$ cat config.mk
export PLATFORM = sky130hd
export DESIGN_NAME = instruction_fetch_unit
export DESIGN_NICKNAME = d
export VERILOG_FILES = /design/src/rtl/cpu_pkg.sv /design/src/rtl/instruction_fetch_unit.sv
export SDC_FILE = /design/constraint.sdc
export NUM_CORES = 1
export LEC_CHECK = 0
export CAP_MARGIN = 10
export CORE_UTILIZATION = 42
export DETAILED_ROUTE_END_ITERATION = 16
export GPL_ROUTABILITY_DRIVEN = 0
export MAX_ROUTING_LAYER = met4
export PLACE_DENSITY = 0.87
export RECOVER_POWER = 25
export SYNTH_ARGS = -nofsm -noshare
export SYNTH_HDL_FRONTEND = slang
export SYNTH_SLANG_ARGS = --single-unit
$ cat constraint.sdc
create_clock -name CLK -period 2.2 [get_ports CLK]
set_clock_uncertainty 0.1 [all_clocks]
set_input_delay 0.44 -clock CLK [delete_from_list [all_inputs] [get_ports CLK]]
set_output_delay 0.44 -clock CLK [all_outputs]
set_load 0.03 [all_outputs]
$ cat src/rtl/cpu_pkg.sv
// Shared definitions for the instruction fetch path: fetch state encoding,
// default widths and reset PC, and the instruction alignment rule.
package cpu_pkg;

    localparam int          ADDR_W_DEFAULT   = 64;
    localparam int          INSTR_W_DEFAULT  = 32;
    localparam logic [63:0] RESET_PC_DEFAULT = 64'h0;

    // Low PC bits that must be zero for a 4-byte aligned instruction address.
    localparam logic [1:0]  ALIGN_MASK       = 2'b11;

    typedef enum logic [1:0] {
        FETCH_START = 2'd0,  // idle cycle after reset before the first request
        FETCH_REQ   = 2'd1,  // request outstanding to instruction memory
        FETCH_HOLD  = 2'd2,  // instruction held for decode
        FETCH_FAULT = 2'd3   // misaligned PC seen at retire; terminal until reset
    } fetch_state_e;

    function automatic logic pc_is_aligned(input logic [1:0] pc_low);
        return (pc_low & ALIGN_MASK) == 2'b00;
    endfunction

endpackage

$ cat src/rtl/instruction_fetch_unit.sv
// Instruction fetch unit: owns the architectural PC, fetches one instruction
// per PC over a req/ack memory handshake, presents it to decode over
// valid/ready, and loads the next PC on retire. A misaligned next PC raises a
// sticky fault and stops fetching until reset.
module instruction_fetch_unit
    import cpu_pkg::*;
#(
    parameter int                ADDR_W   = ADDR_W_DEFAULT,
    parameter logic [ADDR_W-1:0] RESET_PC = ADDR_W'(RESET_PC_DEFAULT),
    parameter int                INSTR_W  = INSTR_W_DEFAULT
) (
    input  logic               CLK,
    input  logic               Reset,
    input  logic [ADDR_W-1:0]  NextPC,
    output logic               IMemReq,
    output logic [ADDR_W-1:0]  IMemAddr,
    input  logic               IMemAck,
    input  logic [INSTR_W-1:0] IMemData,
    output logic [ADDR_W-1:0]  CurrentPC,
    output logic [INSTR_W-1:0] Instruction,
    output logic               InstrValid,
    input  logic               InstrReady,
    output logic               PCFault
);

    fetch_state_e       state_q, state_d;
    logic [ADDR_W-1:0]  pc_q, pc_d;
    logic [INSTR_W-1:0] instr_q, instr_d;
    logic               fault_q, fault_d;

    // Next-state and register-update logic for the fetch FSM, PC and instruction.
    always_comb begin
        // NOTE: every signal gets its hold value first so no path leaves it unassigned (no latch).
        state_d = state_q;
        pc_d    = pc_q;
        instr_d = instr_q;
        fault_d = fault_q;

        unique case (state_q)
            FETCH_START: state_d = FETCH_REQ;

            FETCH_REQ: begin
                if (IMemAck) begin
                    instr_d = IMemData;
                    state_d = FETCH_HOLD;
                end
            end

            // InstrValid is 1 throughout HOLD, so InstrReady alone means retire.
            FETCH_HOLD: begin
                if (InstrReady) begin
                    if (pc_is_aligned(NextPC[1:0])) begin
                        pc_d    = NextPC;
                        state_d = FETCH_REQ;
                    end else begin
                        fault_d = 1'b1;
                        state_d = FETCH_FAULT;
                    end
                end
            end

            FETCH_FAULT: state_d = FETCH_FAULT;

            default: state_d = FETCH_START;
        endcase
    end

    // State registers with synchronous reset taking priority over any ack or retire.
    always_ff @(posedge CLK) begin
        // NOTE: non-blocking assignments so every register samples pre-edge values.
        if (Reset) begin
            state_q <= FETCH_START;
            pc_q    <= RESET_PC;
            instr_q <= '0;
            fault_q <= 1'b0;
        end else begin
            state_q <= state_d;
            pc_q    <= pc_d;
            instr_q <= instr_d;
            fault_q <= fault_d;
        end
    end

    // Outputs decoded from registered state only; no input reaches an output combinationally.
    always_comb begin
        IMemReq     = (state_q == FETCH_REQ);
        InstrValid  = (state_q == FETCH_HOLD);
        IMemAddr    = pc_q;
        CurrentPC   = pc_q;
        Instruction = instr_q;
        PCFault     = fault_q;
    end

endmodule

After elaboration in Yosys (flattened, before gate mapping)
Cells that the tools add are included.
{ "word_totals": {"output_inout_bits": 163, "register_bits": 99, "input_bits": 100, "wordCells": 20} }
{ "classes": {"eq_ne": 5, "n_mux": 4, "reduce_logical": 6, "n_bitwise": 1} }
{ "ops": {"columns": ["op", "count"], "rows": [
  ["one-hot mux 2 bit (4 select lines)", 1],
  ["two-way mux 2 bit", 3],
  ["AND reduction 3 bit", 2],
  ["equality test 2 bit (second input constant)", 2],
  ["logical NOT 2 bit", 2],
  ["inequality test 2 x 1 -> 1 bit (second input constant)", 2],
  ["AND reduction 2 bit", 2],
  ["equality test 2 x 1 -> 1 bit (second input constant)", 1],
  ["NOT 1 bit", 1]
]} }

Depth between registers and ports, before layout
Gate-level depths: netlist of the first run.
{ "depth": {"ltp_word": 4, "ltp_mapped": 5, "depth_no_buf": 3} }

Worst setup path after synthesis of the first run
No wires, ideal clock.
{ "synth_path": {"path_kind": "input to register", "from": "input port NextPC[0]", "to": "register pc_q[10], in the netlist CurrentPC[10]", "path_slack_ns": 0.594, "arrival_time_ns": 1.434, "required_ns": 2.028, "stages": 5, "setup_time_ns": 0.072, "path_cell_list": "or2_4 -> nor4b_4 -> buf_12 -> buf_12 -> mux2i_1"} }
{ "synth_between": {"elab_chain_len": 2} }
{ "synth_lines": {"columns": ["item", "line", "rtl"], "rows": [
  ["from (decl)", "instruction_fetch_unit.sv:14", "input logic [ADDR_W-1:0] NextPC,"],
  ["logical NOT 2 bit", "cpu_pkg.sv:20", "return (pc_low & ALIGN_MASK) == 2'b00;"],
  ["AND reduction 3 bit (no source line)", null, null],
  ["to (signal assigned)", "instruction_fetch_unit.sv:78", "pc_q <= pc_d;"],
  ["to (decl)", "instruction_fetch_unit.sv:27", "logic [ADDR_W-1:0] pc_q, pc_d;"]
]} }
No other way between the ends.
A chain may end at the register's enable or synchronous reset.

Worst setup path after layout of the first run
{ "layout_path": {"from": "input port NextPC[0]", "to": "register pc_q[16], in the netlist CurrentPC[16]"} }
The elaborated chain is that of the path after synthesis.

==> results.json, run 1 <==
{
  "clk_pin_slew_ns": 0.09,
  "clock_sinks": 99,
  "gr-total-overflow": 0,
  "initial_utilization_pct": 43.95,
  "endpoint": "CurrentPC[16]$_SDFFE_PP0P_",
  "fin_setup_tns_ns": 0,
  "cp-end-kind": "flip-flop",
  "grt_usage_pct": 20.41,
  "ant_nets": 0,
  "powerDensity_mw_per_mm2": 526.0,
  "finalSetupViolCount": 0,
  "layout_commonest_cell": "clkdlybuf4s50_1",
  "fp-row-count": 37,
  "grt_max_degree": 162,
  "htreeDepth": 3,
  "worst_slew_pin_slew_ns": 0.6536,
  "syn_nets": 592,
  "ctsResizeCount": 2,
  "clock_power_share_pct": 34.0,
  "r2r-end": "Instruction[17]$_SDFFE_PP0P_",
  "design.core.area_mm2": 0.01051,
  "maxSlewHeadroom_pct": 56.43,
  "dpl.hpwl_um": 8552,
  "synth_warnings": 0,
  "worstPathRequired_ns": 2.37,
  "yosys.cell_types.count": 20,
  "placed_cell_area_mm2": 0.006780,
  "die_width_um": 106.9,
  "swShare_pct": 23.26,
  "cp.arrival_ns": 2.21,
  "tritoncts": "done",
  "max-cap-violations": 0,
  "ios": 263,
  "worstPathMaxFanout": 24,
  "r2r_start": "state_q[1]$_SDFFE_PP0P_",
  "critPathLaunch": "NextPC[0]",
  "syn_inst": 492,
  "dieArea_mm2": 0.01142,
  "p_leak_nw": 2.383,
  "stdcell_area_mm2": 0.006967,
  "area_growth_pct": 50.85,
  "fmax_ghz": 0.4902,
  "synth_seq_area_share_pct": 42.92,
  "cts_buffers": 9,
  "rsz0062_at_grt": "false",
  "postCtsHoldBufs": 0,
  "fin_hold_ws_ns": 0.3583,
  "min_period_ns": 2.040,
  "internal-power_w": 0.002812,
  "hold_class": "reg -> reg",
  "drc_errors": 0,
  "diodes": 0,
  "cp-start-kind": "primary input",
  "hold_viol": 0,
  "grt_pass1_wl_um": 17930,
  "comb_power_share_pct": 15.4,
  "dr.pass1.iters": 4,
  "drive_gt1_share_pct": 3.084,
  "p_seq_share_pct": 50.7,
  "ys_ff_latch": 99,
  "vias": 3793,
  "grt_pass1_vias": 3732,
  "syn_area_mm2": 0.004618,
  "via_per_inst": 4.643,
  "period_share_pct": 92.73,
  "yosysTopAreaCellShare_pct": 42.92,
  "fin_ws_ns": 0.1600,
  "switching_power_w": 0.0008522,
  "cts_setup_buffers": 0,
  "r2r_cells": 4,
  "peakVddDrop_mv": 0.3459,
  "wire_per_inst_um": 14.07,
  "numPortBuffers": 262,
  "die_y_um": 106.9,
  "final-max-slew-violation-count": 0,
  "ctsRootBufferMaster": "clkbuf_8",
  "run_status": "finished clean",
  "yosysTopAreaCell": "dfxtp_1",
  "routed_wl_um": 11490,
  "cts_buffer_depth": 2,
  "r2r_slack_ns": 0.63,
  "yosys-top-cells-area": "dfxtp_1 43%, nand2b_1 17%, mux2i_1 13%, buf_4 10%, nand2_1 5.3%",
  "antenna_found_initial": 0,
  "worstSetupPathType": "in -> reg",
  "clk_latency_ns": 0.34,
  "syn_area_per_cell_um2": 9.387,
  "final_cell_mix": "257 x clkdlybuf4s50_1, 124 x nand2b_1, 99 x dfxtp_1, 65 x nand2_1, 62 x mux2i_1",
  "first_iter_violations": 103,
  "nets": 777,
  "pre_cts_ws_ns": 0.02988
}
-- cell type report --
type,count,area [um2]
Fill cell,838,3542
Timing Repair Buffer,270,2698
Sequential cell,99,1982
Multi-Input combinational cell,296,1904
Tap cell,136,170.2
Clock buffer,13,148.9
Clock inverter,2,60.06
Inverter,1,3.754
-- cell usage after synthesis --
| cell type | n |
|---|---|
| buf_4 | 64 |
| nand2_1 | 65 |
| a31oi_1 | 1 |
| buf_2 | 9 |
| clkbuf_1 | 16 |
| buf_12 | 7 |
| or2_4 | 1 |
| nor2b_1 | 2 |
| nand2b_1 | 124 |
| mux2i_1 | 62 |
| nor4b_4 | 1 |
| o31ai_1 | 1 |
| dfxtp_1 | 99 |
| nor3b_1 | 2 |
| and3b_1 | 1 |
| a211oi_1 | 1 |
| a21oi_1 | 33 |
| inv_1 | 1 |
| nand3b_1 | 1 |
| nor2_1 | 1 |
-- logic make-up after synthesis --
| family | after synthesis | synth area share (%) |
|---|---|---|
| buf+inv | 97 | 15.79 |
| flops | 99 | 42.92 |
| compound gates | 36 | 4.037 |
| mux | 62 | 13.44 |
| simple gates | 198 | 23.81 |
-- metrics by stage --
step | total power, W | util, % | instances
floorplan | 0.002176 | - | 492
global placement | 0.002456 | 64.52 | 802
detailed placement | 0.002469 | 64.52 | 802
CTS | 0.003714 | 66.48 | 817
global route | 0.003820 | 66.29 | 817
finish | 0.003664 | 66.29 | 817
-- critical path, cell delays in order --
cell and delay, ns:
dlygate4sd3_1 0.52, or2_0 0.30, nor4b_4 0.23, buf_4 0.18, buf_6 0.27, mux2i_1 0.24
-- layer usage --
metal | track usage (%) | up-vias | share of wire, % | wire length [um]
li1 | - | 1871 | - | -
met1 | 21.66 | 1747 | 38 | 4403
met2 | 36.31 | 155 | 53 | 6036
met3 | 5.046 | 20 | 6.8 | 787
met4 | 8.121 | 0 | 2.3 | 266
met5 | - | - | 0 | 0
-- flip-flops by register name, summed over array words and instances, names as in the netlist --
| name | count |
|---|---|
| Instruction | 32 |
| PCFault | 1 |
| CurrentPC | 64 |
| state_q | 2 |
-- worst min path at each step --
stage / slack [ns] / startpoint / to / cells past startpoint
after floorplan: 0.39 / state_q[1]$_SDFFE_PP0P_ / state_q[1]$_SDFFE_PP0P_ / 2
after global placement: 0.34 / Instruction[13]$_SDFFE_PP0P_ / Instruction[13]$_SDFFE_PP0P_ / 2
after detailed placement: 0.35 / Instruction[18]$_SDFFE_PP0P_ / Instruction[18]$_SDFFE_PP0P_ / 2
after CTS: 0.36 / Instruction[18]$_SDFFE_PP0P_ / Instruction[18]$_SDFFE_PP0P_ / 2
after global routing: 0.38 / Instruction[15]$_SDFFE_PP0P_ / Instruction[15]$_SDFFE_PP0P_ / 2
final: 0.36 / Instruction[31]$_SDFFE_PP0P_ / Instruction[31]$_SDFFE_PP0P_ / 2
-- power groups by stage --
stage	logic (W)	clock network [W]	registers (W)
after floorplan	0.000207	0	0.00197
after global placement	0.000559	0	0.00190
after detailed placement	0.000569	0	0.00190
after CTS	0.000569	0.00129	0.00186
after global routing	0.000600	0.00136	0.00186
final	0.000563	0.00124	0.00186
Power figures use the tool's default switching activity.
==> run 2: changes to the inputs <==
ABC_AREA = 1   (was unset)
CORE_UTILIZATION = 41   (was 42)
PLACE_DENSITY = 0.86   (was 0.87)
==> results.json, run 2 <==
{
  "run_status": "finished clean",
  "yosysTopAreaCellShare_pct": 43.62,
  "grt_max_degree": 98,
  "n_fill_cell": 950,
  "fin_setup_tns_ns": 0,
  "grtUsageMet2_pct": 36.59,
  "vias": 4527,
  "syn_area_mm2": 0.004543,
  "design.core.area_mm2": 0.01084,
  "worstPathMaxFanout": 3,
  "yosys-top-cells-area": "dfxtp_1 44%, nor2_1 16%, buf_4 11%, nand4_1 8.5%, nand2_1 5.6%",
  "dr.pass1.iters": 5,
  "cp.arrival_ns": 1.45,
  "ant_nets": 0,
  "ys.flop_type": "dfxtp_1",
  "dpl.hpwl_um": 8857,
  "hold_viol": 0,
  "ios": 263,
  "cp-start-kind": "flip-flop",
  "syn_area_per_cell_um2": 7.132,
  "hold_class": "reg -> reg",
  "cts_buffer_depth": 2,
  "grt_pass1_vias": 4018,
  "min_period_ns": 1.991,
  "fmax_ghz": 0.5023,
  "crit_family": "buffers and inverters",
  "synth_edf_count": 0,
  "gr-total-overflow": 0,
  "drive_gt1_share_pct": 4.146,
  "htreeDepth": 3,
  "syn_inst": 637,
  "cpMaxStageDelayCell": "clkdlybuf4s50_1",
  "powerDensity_mw_per_mm2": 573.1,
  "grt_pass1_wl_um": 19830,
  "p_leak_nw": 2.938,
  "postLayoutCoreUtil_pct": 64.14,
  "die_width_um": 107.3,
  "ys_ff_latch": 99,
  "met3_usage_pct": 5.327,
  "clock_sinks": 99,
  "cts_setup_buffers": 0,
  "crit_buf_inv": 1,
  "die_y_um": 107.3,
  "async_reset_ff_share_pct": 0,
  "worstPathRequired_ns": 1.66,
  "initial_utilization_pct": 41.91,
  "dieArea_mm2": 0.01151,
  "grt_usage_pct": 22.32,
  "ctsResizeCount": 1,
  "yosys.cell_types.count": 21,
  "rsz0062_at_grt": "false",
  "fp-row-count": 38,
  "yosysTopAreaCell": "dfxtp_1",
  "area_growth_pct": 53.04,
  "final_cell_mix": "258 x clkdlybuf4s50_1, 195 x nor2_1, 99 x dfxtp_1, 68 x nand2_1, 67 x inv_1",
  "clk_pin_slew_ns": 0.11,
  "synth_warnings": 0,
  "yosys.cell_count.top_type": "nor2_1",
  "worst_slew_pin_slew_ns": 0.9334,
  "wire_per_inst_um": 13.31,
  "routed_wl_um": 12780,
  "cp-end-kind": "output port",
  "tritoncts": "done",
  "synth_seq_area_share_pct": 43.62,
  "postCtsHoldBufs": 0,
  "ctsRootBufferMaster": "clkbuf_8",
  "syn_nets": 737,
  "cts_buffers": 9,
  "finalSetupViolCount": 0,
  "drc_errors": 0,
  "grt_use_met1_pct": 28.10,
  "numPortBuffers": 262,
  "nets": 915,
  "worstSetupPathType": "reg -> out",
  "clk_latency_ns": 0.35,
  "largest_register_ffs": 64,
  "maxSlewHeadroom_pct": 37.71,
  "slowest_delay_ns": 0.71,
  "max-cap-violations": 0,
  "diodes": 0,
  "crit_chain": "clkdlybuf4s50_1",
  "via_per_inst": 4.716,
  "power.total_w": 0.003985,
  "antenna_found_initial": 0,
  "first_iter_violations": 239,
  "final-max-slew-violation-count": 0,
  "period_share_pct": 90.50,
  "netlist_top_cells_count": "194 x nor2_1, 99 x dfxtp_1, 68 x nand2_1, 65 x inv_1, 64 x buf_4",
  "busiest_layer": "met2",
  "layout_commonest_cell": "clkdlybuf4s50_1",
  "peakVddDrop_mv": 0.3777
}
run 2: cell types whose count changed in the layout (fill, tap and decap cells not counted), sizes merged, moves of 2 or more:
cell    change
a21oi      -33
nand2b    -124
nand2       +3
clkbuf      -4
nor2      +197
nor2b       -2
nand4      +62
nand3       +2
o21ai      +33
inv        +72
buf         +4
mux2i      -62
run 2: cell families (layout without fill, tap and decap cells):
logic type             Yosys count  count (layout)  share of synthesized area [%]
and+or+nand+nor                331             331                          31.75
DFF                             99              99                          43.62
buffers and inverters          174             357                          20.99
AOI/OAI and AO/OA               33              33                          3.635
run 2: final cells by class:
type                            count  area, um2  share of cell area (%)
Timing Repair Buffer              272       2724                   39.18
Clock buffer                       10      137.6                   1.979
Clock inverter                      6      70.07                   1.008
Multi-Input combinational cell    364       1605                   23.09
Tap cell                          140      175.2                   2.519
Inverter                           69      259.0                   3.725
Sequential cell                    99       1982                   28.50
run 2: final timing paths:
check / depth (start not counted) / to / startpoint / slack, ns
worst max-delay path: 1 / IMemAddr[1] / CurrentPC[1]$_SDFFE_PP0P_ / 0.21
worst min-delay path: 2 / PCFault$_SDFFE_PP0P_ / PCFault$_SDFFE_PP0P_ / 0.38
worst max register to register: 5 / CurrentPC[23]$_SDFFE_PP0P_ / state_q[1]$_SDFFE_PP0P_ / 0.46
worst min register to register: 2 / PCFault$_SDFFE_PP0P_ / PCFault$_SDFFE_PP0P_ / 0.38
run 2: routing by layer:
metal / routed length (um) / vias up
li1: - / 2269
met1: 5573 / 2049
met2: 6172 / 203
met3: 971 / 6
met4: 60 / 0
met5: 0 / -
run 2: worst min-delay path, stage by stage, from the launching register on:
cell and delay [ns]:
dfxtp_1 0.34, nor2_1 0.05, nor2_1 0.07
run 2: report_power, final:
| group | internal (W) | switching (W) |
|---|---|---|
| combinational | 0.000384 | 0.000455 |
| sequential | 0.00186 | 0.0000460 |
| clock | 0.000573 | 0.000664 |
run 2: metrics by stage:
step / hold WS (ns) / cells / cell area [um2] / setup slack, ns
after global placement: 0.3490 / 944 / 6777 / 0.3261
after floorplan: 0.4124 / 637 / 4543 / 0.7649
after detailed placement: 0.3589 / 944 / 6777 / 0.3259
after CTS: 0.3815 / 960 / 6983 / 0.1844
final: 0.3760 / 960 / 6953 / 0.2091
after global routing: 0.3981 / 960 / 6953 / 0.1236
==> run 3: changes to the inputs <==
CORE_AREA = 2 2 103 105   (was unset)
CORE_UTILIZATION = unset   (was 41)
CTS_CLUSTER_DIAMETER = 60   (was unset)
DIE_AREA = 0 0 105 107   (was unset)
DONT_BUFFER_PORTS = 1   (was unset)
PLACE_DENSITY = 0.6   (was 0.86)
==> results.json, run 3 (same netlist as run 2, synthesis figures left out) <==
{
  "worstPathRequired_ns": 1.66,
  "tritoncts": "done",
  "r2r_slack_ns": 0.51,
  "peakVddDrop_mv": 0.5075,
  "dieArea_mm2": 0.01124,
  "antenna_found_initial": 0,
  "fin_hold_ws_ns": 0.05133,
  "die_y_um": 107,
  "design.core.area_mm2": 0.01009,
  "powerDensity_mw_per_mm2": 808.7,
  "diodes": 0,
  "nets": 652,
  "cts_buffer_depth": 2,
  "drc_errors": 0,
  "grt_usage_pct": 18.99,
  "cp.arrival_ns": 1.30,
  "worst_slew_pin_slew_ns": 0.6854,
  "ant_nets": 0,
  "period_share_pct": 83.42,
  "cp-start-kind": "flip-flop",
  "numPortBuffers": 0,
  "initial_utilization_pct": 45.02,
  "fin_setup_tns_ns": 0,
  "final-max-slew-violation-count": 0,
  "clk_pin_slew_ns": 0.09,
  "dpl.hpwl_um": 7086,
  "min_period_ns": 1.835,
  "hold_class": "in -> reg",
  "gr-total-overflow": 0,
  "max-cap-violations": 0,
  "htreeDepth": 3,
  "area_growth_pct": -5.756,
  "ios": 263,
  "grt_max_degree": 65,
  "worstSetupPathType": "reg -> out",
  "run_status": "finished clean",
  "maxSlewHeadroom_pct": 54.24,
  "rsz0062_at_grt": "false",
  "grt_pass1_vias": 3476,
  "postCtsHoldBufs": 0,
  "worstPathMaxFanout": 4,
  "drive_gt1_share_pct": 5.054,
  "r2r_cells": 5,
  "largest_register_ffs": 64,
  "grt_pass1_wl_um": 16580,
  "dr.pass1.iters": 7,
  "finalSetupViolCount": 0,
  "ctsResizeCount": 0,
  "routed_wl_um": 10480,
  "die_width_um": 105,
  "final_cell_mix": "195 x nor2_1, 99 x dfxtp_1, 68 x nand2_1, 65 x inv_1, 62 x nand4_1",
  "via_per_inst": 5.093,
  "n_fill_cell": 1070,
  "hold_depth": 1,
  "p_leak_nw": 1.958,
  "clk_latency_ns": 0.34,
  "wire_per_inst_um": 15.19,
  "cts_buffers": 9,
  "clock_sinks": 99,
  "ctsRootBufferMaster": "clkbuf_8",
  "hold_viol": 0,
  "cp-end-kind": "output port",
  "fmax_ghz": 0.5449,
  "vias": 3514,
  "cts_setup_buffers": 0,
  "first_iter_violations": 205,
  "layout_commonest_cell": "nor2_1",
  "fp-row-count": 37
}
## run 3: path summary, 6_finish.rpt
path,startpoint,to
setup / recovery,state_q[0]$_SDFFE_PP0P_,IMemReq
hold reg to reg,state_q[1]$_SDFFE_PP0P_,state_q[1]$_SDFFE_PP0P_
hold / removal,Reset,PCFault$_SDFFE_PP0P_
setup reg to reg,state_q[1]$_SDFFE_PP0P_,CurrentPC[10]$_SDFFE_PP0P_
## run 3: area by class of cell
class	count	area (um2)	area share, %
clock buffers	10	127.6	2.981
clock inverters	3	42.54	0.9936
inverters	69	259.0	6.049
multi-input cells	364	1600	37.38
flip-flops and latches	99	1982	46.29
well taps	136	170.2	3.974
repair buffers	9	100.1	2.338
## run 3: through the flow
stage / power, W / utilization [%] / std cells / setup slack (ns) / area, um2
6_report: 0.003462 / 42.43 / 690 / 0.3648 / 4282
5_1_grt: 0.003633 / 42.43 / 690 / 0.2942 / 4282
4_1_cts: 0.003523 / 42.55 / 690 / 0.3215 / 4294
3_5_place_dp: 0.002429 / 40.86 / 677 / 0.6264 / 4124
3_3_place_gp: 0.002419 / 40.86 / 677 / 0.6939 / 4124
2_1_floorplan: 0.002395 / - / 637 / 0.7649 / 4543
## run 3: critical path: stages, from the launching register on
cell and delay (ns):
dfxtp_1 0.41, inv_1 0.08, nor2_1 0.46
## run 3: power by group
part           switching [W]  internal [W]
Clock               0.000578      0.000507
Sequential          0.000229       0.00186
Combinational       0.000195     0.0000909
## run 3: per-layer routing
layer	wire, um	vias up	global-route usage [%]
met5	0	-	-
met1	4285	1589	20.55
met4	105	0	7.333
li1	-	1739	-
met3	790	12	4.438
met2	5302	174	33.86
